## src/rtl/pipelined_nadder.sv

```systemverilog
// Pipelined N-bit adder/subtractor: STAGES registered carry chunks, valid/ready handshake with a global stall.
// Optional macro PADDER_SAT_EN clamps the result to the signed range on overflow.
module pipelined_nadder #(
  parameter int N      = 32,
  parameter int STAGES = 4
) (
  input  logic         clk,
  input  logic         reset,
  input  logic         in_valid,
  output logic         in_ready,
  input  logic [N-1:0] a,
  input  logic [N-1:0] b,
  input  logic         cin,
  input  logic         sub,
  output logic         out_valid,
  input  logic         out_ready,
  output logic [N-1:0] s,
  output logic         cout,
  output logic         ovf
);

  localparam int C = (STAGES > 0) ? N / STAGES : N;

  if (STAGES < 1 || STAGES > N || ((STAGES > 0) ? (N % STAGES) : 1) != 0) begin : g_bad_cfg
    $fatal(1, "pipelined_nadder: STAGES must be in 1..N and divide N");
  end

  logic advance_s;

  assign advance_s = !out_valid || out_ready;
  assign in_ready  = advance_s;

  genvar k;
  for (k = 0; k < STAGES; k++) begin : g_stage
    // Stage k consumes the low chunk of the remaining operand bits and forwards the rest.
    localparam int LO = k * C;
    localparam int RW = N - LO;

    logic              v_in_s;
    logic              c_in_s;
    logic [RW-1:0]     a_in_s;
    logic [RW-1:0]     b_in_s;
    logic [C:0]        chunk_s;
    logic [LO+C-1:0]   s_next_s;
    logic [LO+C-1:0]   s_final_s;
    logic              v_r;
    logic              c_r;
    logic [LO+C-1:0]   s_r;

    if (k == 0) begin : g_head
      assign v_in_s   = in_valid;
      assign c_in_s   = sub ? 1'b1 : cin;
      assign a_in_s   = a;
      assign b_in_s   = sub ? ~b : b;
      assign s_next_s = chunk_s[C-1:0];
    end else begin : g_tail
      assign v_in_s   = g_stage[k-1].v_r;
      assign c_in_s   = g_stage[k-1].c_r;
      assign a_in_s   = g_stage[k-1].g_mid.a_r;
      assign b_in_s   = g_stage[k-1].g_mid.b_r;
      assign s_next_s = {chunk_s[C-1:0], g_stage[k-1].s_r};
    end

    assign chunk_s = {1'b0, a_in_s[C-1:0]} + {1'b0, b_in_s[C-1:0]} + {{C{1'b0}}, c_in_s};

    if (k < STAGES - 1) begin : g_mid
      logic [RW-C-1:0] a_r;
      logic [RW-C-1:0] b_r;

      assign s_final_s = s_next_s;

      // Carry the unused high operand bits forward (b already inverted for subtract).
      always_ff @(posedge clk) begin
        if (reset) begin
          a_r <= {(RW-C){1'b0}};
          b_r <= {(RW-C){1'b0}};
        end else if (advance_s) begin
          a_r <= a_in_s[RW-1:C];
          b_r <= b_in_s[RW-1:C];
        end
      end
    end else begin : g_last
      logic ovf_next_s;
      logic ovf_r;

      assign ovf_next_s = (a_in_s[RW-1] == b_in_s[RW-1]) && (s_next_s[N-1] != a_in_s[RW-1]);

`ifdef PADDER_SAT_EN
      // Overflow direction follows the common operand sign.
      always_comb begin
        if (ovf_next_s) begin
          s_final_s = a_in_s[RW-1] ? {1'b1, {(N-1){1'b0}}} : {1'b0, {(N-1){1'b1}}};
        end else begin
          s_final_s = s_next_s;
        end
      end
`else
      assign s_final_s = s_next_s;
`endif

      // Registered signed-overflow flag of the output stage.
      always_ff @(posedge clk) begin
        if (reset) begin
          ovf_r <= 1'b0;
        end else if (advance_s) begin
          ovf_r <= ovf_next_s;
        end
      end
    end

    // Per-stage valid, carry and low result bits; every stage holds together on a stall.
    always_ff @(posedge clk) begin
      if (reset) begin
        v_r <= 1'b0;
        c_r <= 1'b0;
        s_r <= {(LO+C){1'b0}};
      end else if (advance_s) begin
        v_r <= v_in_s;
        c_r <= chunk_s[C];
        s_r <= s_final_s;
      end
    end
  end

  assign out_valid = g_stage[STAGES-1].v_r;
  assign s         = g_stage[STAGES-1].s_r;
  assign cout      = g_stage[STAGES-1].c_r;
  assign ovf       = g_stage[STAGES-1].g_last.ovf_r;

endmodule

```

## config.mk

```make
export PLATFORM = sky130hd
export DESIGN_NAME = pipelined_nadder
export DESIGN_NICKNAME = d
export VERILOG_FILES = /design/src/rtl/pipelined_nadder.sv
export SDC_FILE = /design/constraint.sdc
export NUM_CORES = 1
export LEC_CHECK = 0
export BUFFER_PORTS_ARGS = -buffer_cell sky130_fd_sc_hd__buf_2
export CELL_PAD_IN_SITES_DETAIL_PLACEMENT = 1
export CELL_PAD_IN_SITES_GLOBAL_PLACEMENT = 2
export CORE_MARGIN = 2
export CORE_UTILIZATION = 34
export DETAILED_ROUTE_END_ITERATION = 7
export PLACE_DENSITY_LB_ADDON = 0.1
export SYNTH_ARGS = -nofsm -noshare
export SYNTH_HDL_FRONTEND = slang
export SYNTH_SLANG_ARGS = --single-unit
```

## constraint.sdc

```tcl
create_clock -name clk -period 3.4 [get_ports clk]
set_clock_uncertainty 0.15 [all_clocks]
set_input_delay 0.34 -clock clk [delete_from_list [all_inputs] [get_ports clk]]
set_output_delay 0.34 -clock clk [all_outputs]
set_load 0.02 [all_outputs]
```

* After elaboration in Yosys (flattened, before gate mapping) *
Cells that the tools add are included.

cells by class
  reductions and logical operators = 3
  bitwise gates (word level) = 1
  equality and inequality tests = 2
  mux-type cells = 2
  $add $sub $neg = 8

operators by type and width
  kind                                    number
  8-bit by 8-bit adder with 9-bit output  4
  9-bit by 1-bit adder with 9-bit output  4
  32-bit two-way mux                      1
  32-bit inverter                         1
  1-bit == test                           1
  1-bit logical AND                       1
  1-bit logical NOT                       1
  1-bit logical OR                        1
  1-bit two-way mux                       1
  1-bit != test                           1

word-level totals
  input port bits = 70
  output and inout port bits = 36
  register bits = 185
  logic and storage cells = 35

* Logic depth before layout (Yosys ltp) *
  depth in word-level cells = 4
  mapped depth = 10
  mapped depth without buffers = 8

* Worst setup path before layout *
OpenSTA, ideal clock, no wires.

  path kind = input to register
  start point = in sub
  end point = reg g_stage[0].c_r
  arrival = 2.297 ns
  path slack = 0.833 ns
  cell stages on the path = 10
  required time = 3.130 ns
  cell sequence = buf_2 buf_2 or2_2 fa_1 inv_1 fa_1 nor2b_1 o21a_1 o21a_1 o31a_1

between the ends
  cells in the longest elaborated chain, start to end = 3

RTL lines
  what                                        RTL line  text
  start: declaration                          14        input logic sub,
  32-bit two-way mux                          54        assign b_in_s = sub ? ~b : b;
  8-bit by 8-bit adder with 9-bit output      64        assign chunk_s = {1'b0, a_in_s[C-1:0]} + {1'b0, b_in_s[C-1:0]} + {{C{1'b0}}, c_in_s};
  9-bit by 1-bit adder with 9-bit output (*)  64
  end signal: assignment                      119       c_r <= chunk_s[C];
  end: declaration                            47        logic c_r;

Every way passes the cells marked *; elsewhere a longest branch is shown, timed or not.
A chain may end at the register's enable or synchronous reset.

* Final worst setup path *
  start point = reg g_stage[2].c_r
  end point = reg g_stage[3].c_r (netlist: cout)

between the ends
  cells in the longest elaborated chain, start to end = 1

RTL lines
  what                                    RTL line
  start: declaration                      47
  start signal: assignment                119
  9-bit by 1-bit adder with 9-bit output  64
  end signal: assignment                  119
  end: declaration                        47

Every way passes these cells.

==> impl_metrics.py <==
metrics = {
    "routing": {
        "drt_iter0_drc": 362,
        "via_per_inst": 4.77,
        "drt_wl_total_um": 20400,
        "vias": 6618,
        "drc": 0,
        "antenna_left": 0,
        "first_pass_iters": 4,
        "wire_per_inst_um": 14.7,
    },
    "worst_hold_path": {
        "min_path_type": "primary input to flop",
        "min_to": "g_stage[0].g_mid.a_r[17]",
        "hp-start": "a[25]",
        "hold_depth": 3,
    },
    "synthesis": {
        "synth-seq-cells": 185,
        "synth_edf_count": 0,
        "syn_area_um2": 8000,
        "synthTopCellsByArea": "dfxtp_1 (46%), nand2_1 (13%), a21oi_1 (9.7%)",
        "synth_cells": 973,
        "yosysMostFrequentCell": "nand2_1",
        "yosysWarnings": 0,
        "synth_ff_type": "dfxtp_1",
        "syn_area_per_cell_um2": 8.22,
        "syn-num-nets": 1079,
        "yosysSeqAreaShare_pct": 46.3,
        "synth_commonest_cells": "nand2_1 (275), dfxtp_1 (185), a21oi_1 (155)",
        "async_flop_share_pct": 0,
        "netlist.top_cell.by_area": "dfxtp_1",
        "netlist.area_leader.share_pct": 46.3,
        "synth.distinct_cells": 40,
    },
    "placement": {
        "dp_cells": 1338,
        "dpl_cell_area_um2": 8680,
        "hpwl_um": 13200,
        "gp_congestion": 0.786,
        "place_ws_ns": 0.817,
        "portBuffers": 105,
    },
    "grt": {
        "track_usage_pct": 16.8,
        "grt_max_degree": 172,
        "grt_pass1_wl_um": 33100,
        "overflow": 0,
        "grt_pass1_vias": 6447,
        "grt_antenna_before_repair": 0,
    },
    "status": {
        "status": "complete, no violations",
    },
    "cells_and_area": {
        "antenna_cells": 0,
        "design_area_um2": 9470,
        "utilization_pct": 40.7,
        "drive_gt1_share_pct": 14.2,
        "nets": 1162,
        "fin_cells": 1388,
        "areaGrowthSynthToFinish_pct": 18.4,
        "fillers": 2865,
    },
    "setup_path": {
        "crit_type": "flop to flop",
        "end_kind": "flop",
        "path_buf_inv": 0,
        "cp_top_family": "adder cells",
        "crit_top_cell": "fa_1",
        "r2r_setup_slack_ns": 0.98,
        "r2r-end": "cout",
        "critPathRequiredTime_ns": 3.58,
        "startpoint_type": "flop",
        "r2r_cells": 6,
        "crit_slowest_cell": "fa_1",
        "crit_path_max_incr_delay_ns": 0.49,
        "path_cells": "fa_1 -> fa_1 -> a21o_1 -> a211oi_1 -> o2111ai_1 -> and3b_1",
        "arrival_ns": 2.59,
        "cp_max_fo": 3,
        "rr_startpoint": "g_stage[2].c_r",
    },
    "sta": {
        "holdWs_ns": 0.00771,
        "tightest_slew_ns": 0.815,
        "slew_viol_final": 0,
        "slew_headroom_pct": 45.6,
        "setup_viol": 0,
        "rsz0062_at_grt": "false",
        "fin_crit_sh_pct": 71.1,
        "tns_ns": 0,
        "fin_ws_ns": 0.984,
        "fmax_mhz": 414,
        "hold_viol": 0,
        "period_needed_ns": 2.42,
    },
    "clocking": {
        "cts.sinks": 185,
        "cts_buffers": 17,
        "h-tree-depth": 4,
        "clkSlewWorstSetupHoldPaths_ns": 0.07,
        "cts_tree": "built",
        "clock-root-buffer": "clkbuf_16",
        "post-cts-setup-buffer-count": 0,
        "clk-insertion-delay-late_ns": 0.43,
        "cts_buffer_depth": 2,
    },
    "die": {
        "dieArea_um2": 24800,
        "start_util_pct": 34.4,
        "die_x_um": 157,
        "die_h_um": 157,
        "top_level_ports": 106,
        "rows": 56,
        "core_um2": 23300,
    },
    "pwr": {
        "powerDensity_nw_per_um2": 530,
        "cellLeakagePower_nw": 3.89,
        "vdd.ir_drop.worst_v": 0.000303,
        "p_total_mw": 5.01,
    },
    "flow_run": {
        "maxCapViolCount": 0,
    },
}
## cell type report
cell class              count  area [um^2]  share of cell area [%]
inverters                   9         38.8                   0.410
clock inverters            13          158                    1.66
flip-flops and latches    185         3700                    39.1
repair buffers            133          812                    8.58
multi-input cells         710         3910                    41.2
well taps                 319          399                    4.22
clock buffers              19          453                    4.78
## routing by layer
metal	wire (um)	global-route usage, %
met4	231	4.94
met5	0	0
met3	511	2.81
met2	8470	24.5
met1	11200	25.1
## cells by family after synthesis
logic type | share of synthesized area, %
AOI/OAI and AO/OA | 17.7
DFF | 46.3
and+or+nand+nor | 20.4
adders and majority gates | 6.38
xor gates and xnor gates | 4.38
buffers and inverters | 4.87
## worst max-delay path by stage
stage | startpoint | endpoint | slack [ns] | cells after the start
floorplan | sub | g_stage[0].c_r | 0.83 | 10
global placement | sub | g_stage[0].c_r | 0.83 | 9
detailed placement | sub | g_stage[0].c_r | 0.82 | 9
CTS | g_stage[0].c_r | g_stage[1].c_r | 1.0 | 6
global route | g_stage[0].c_r | g_stage[1].c_r | 0.81 | 6
finish | g_stage[2].c_r | cout | 0.98 | 6
## tightest hold or removal path, delay by kind of cell
| family | cells | cell delay [ns] |
|---|---|---|
| AO/OA/AOI/OAI | 1 | 0.06 |
| buffers and inverters | 1 | 0.10 |
| AND/OR/NAND/NOR | 1 | 0.05 |
## registers in the layout, summed over array words and instances, names as in the netlist
name               count
out_valid              1
g_stage.c_r            3
g_stage.g_mid.a_r     48
g_stage.s_r           48
g_stage.g_mid.b_r     48
g_stage.v_r            3
cout                   1
s                     32
ovf                    1
## where the power goes
group / switching [mW] / internal, mW / total (mW) / leakage [nW]
Clock: 0.930 / 1.15 / 2.08 / 0.297
Combinational: 0.306 / 0.236 / 0.541 / 2.07
Sequential: 0.0840 / 2.31 / 2.39 / 1.52
## timing repair
item                                   in CTS  in global routing
resized for setup                           0                  0
endpoints found under the hold margin      18                  0
hold buffers                               18                  0
## cell usage in the layout, fill, tap and decap left out, drive strengths merged, types with 4 or more instances in the layout
master,instances
nand2,275
dfxtp,185
a21oi,155
buf,115
nand3,36
a211oi,35
nor2,31
xnor2,28
o21ai,28
ha,28
clkbuf,19
dlygate4sd3,18
inv,17
xor2,12
or3,9
fa,8
a21o,7
nor3,6
and3,6
o21a,5
a31oi,4
a2111oi,4
nor4,4
o2111ai,4
Power figures use the tool's default switching activity.
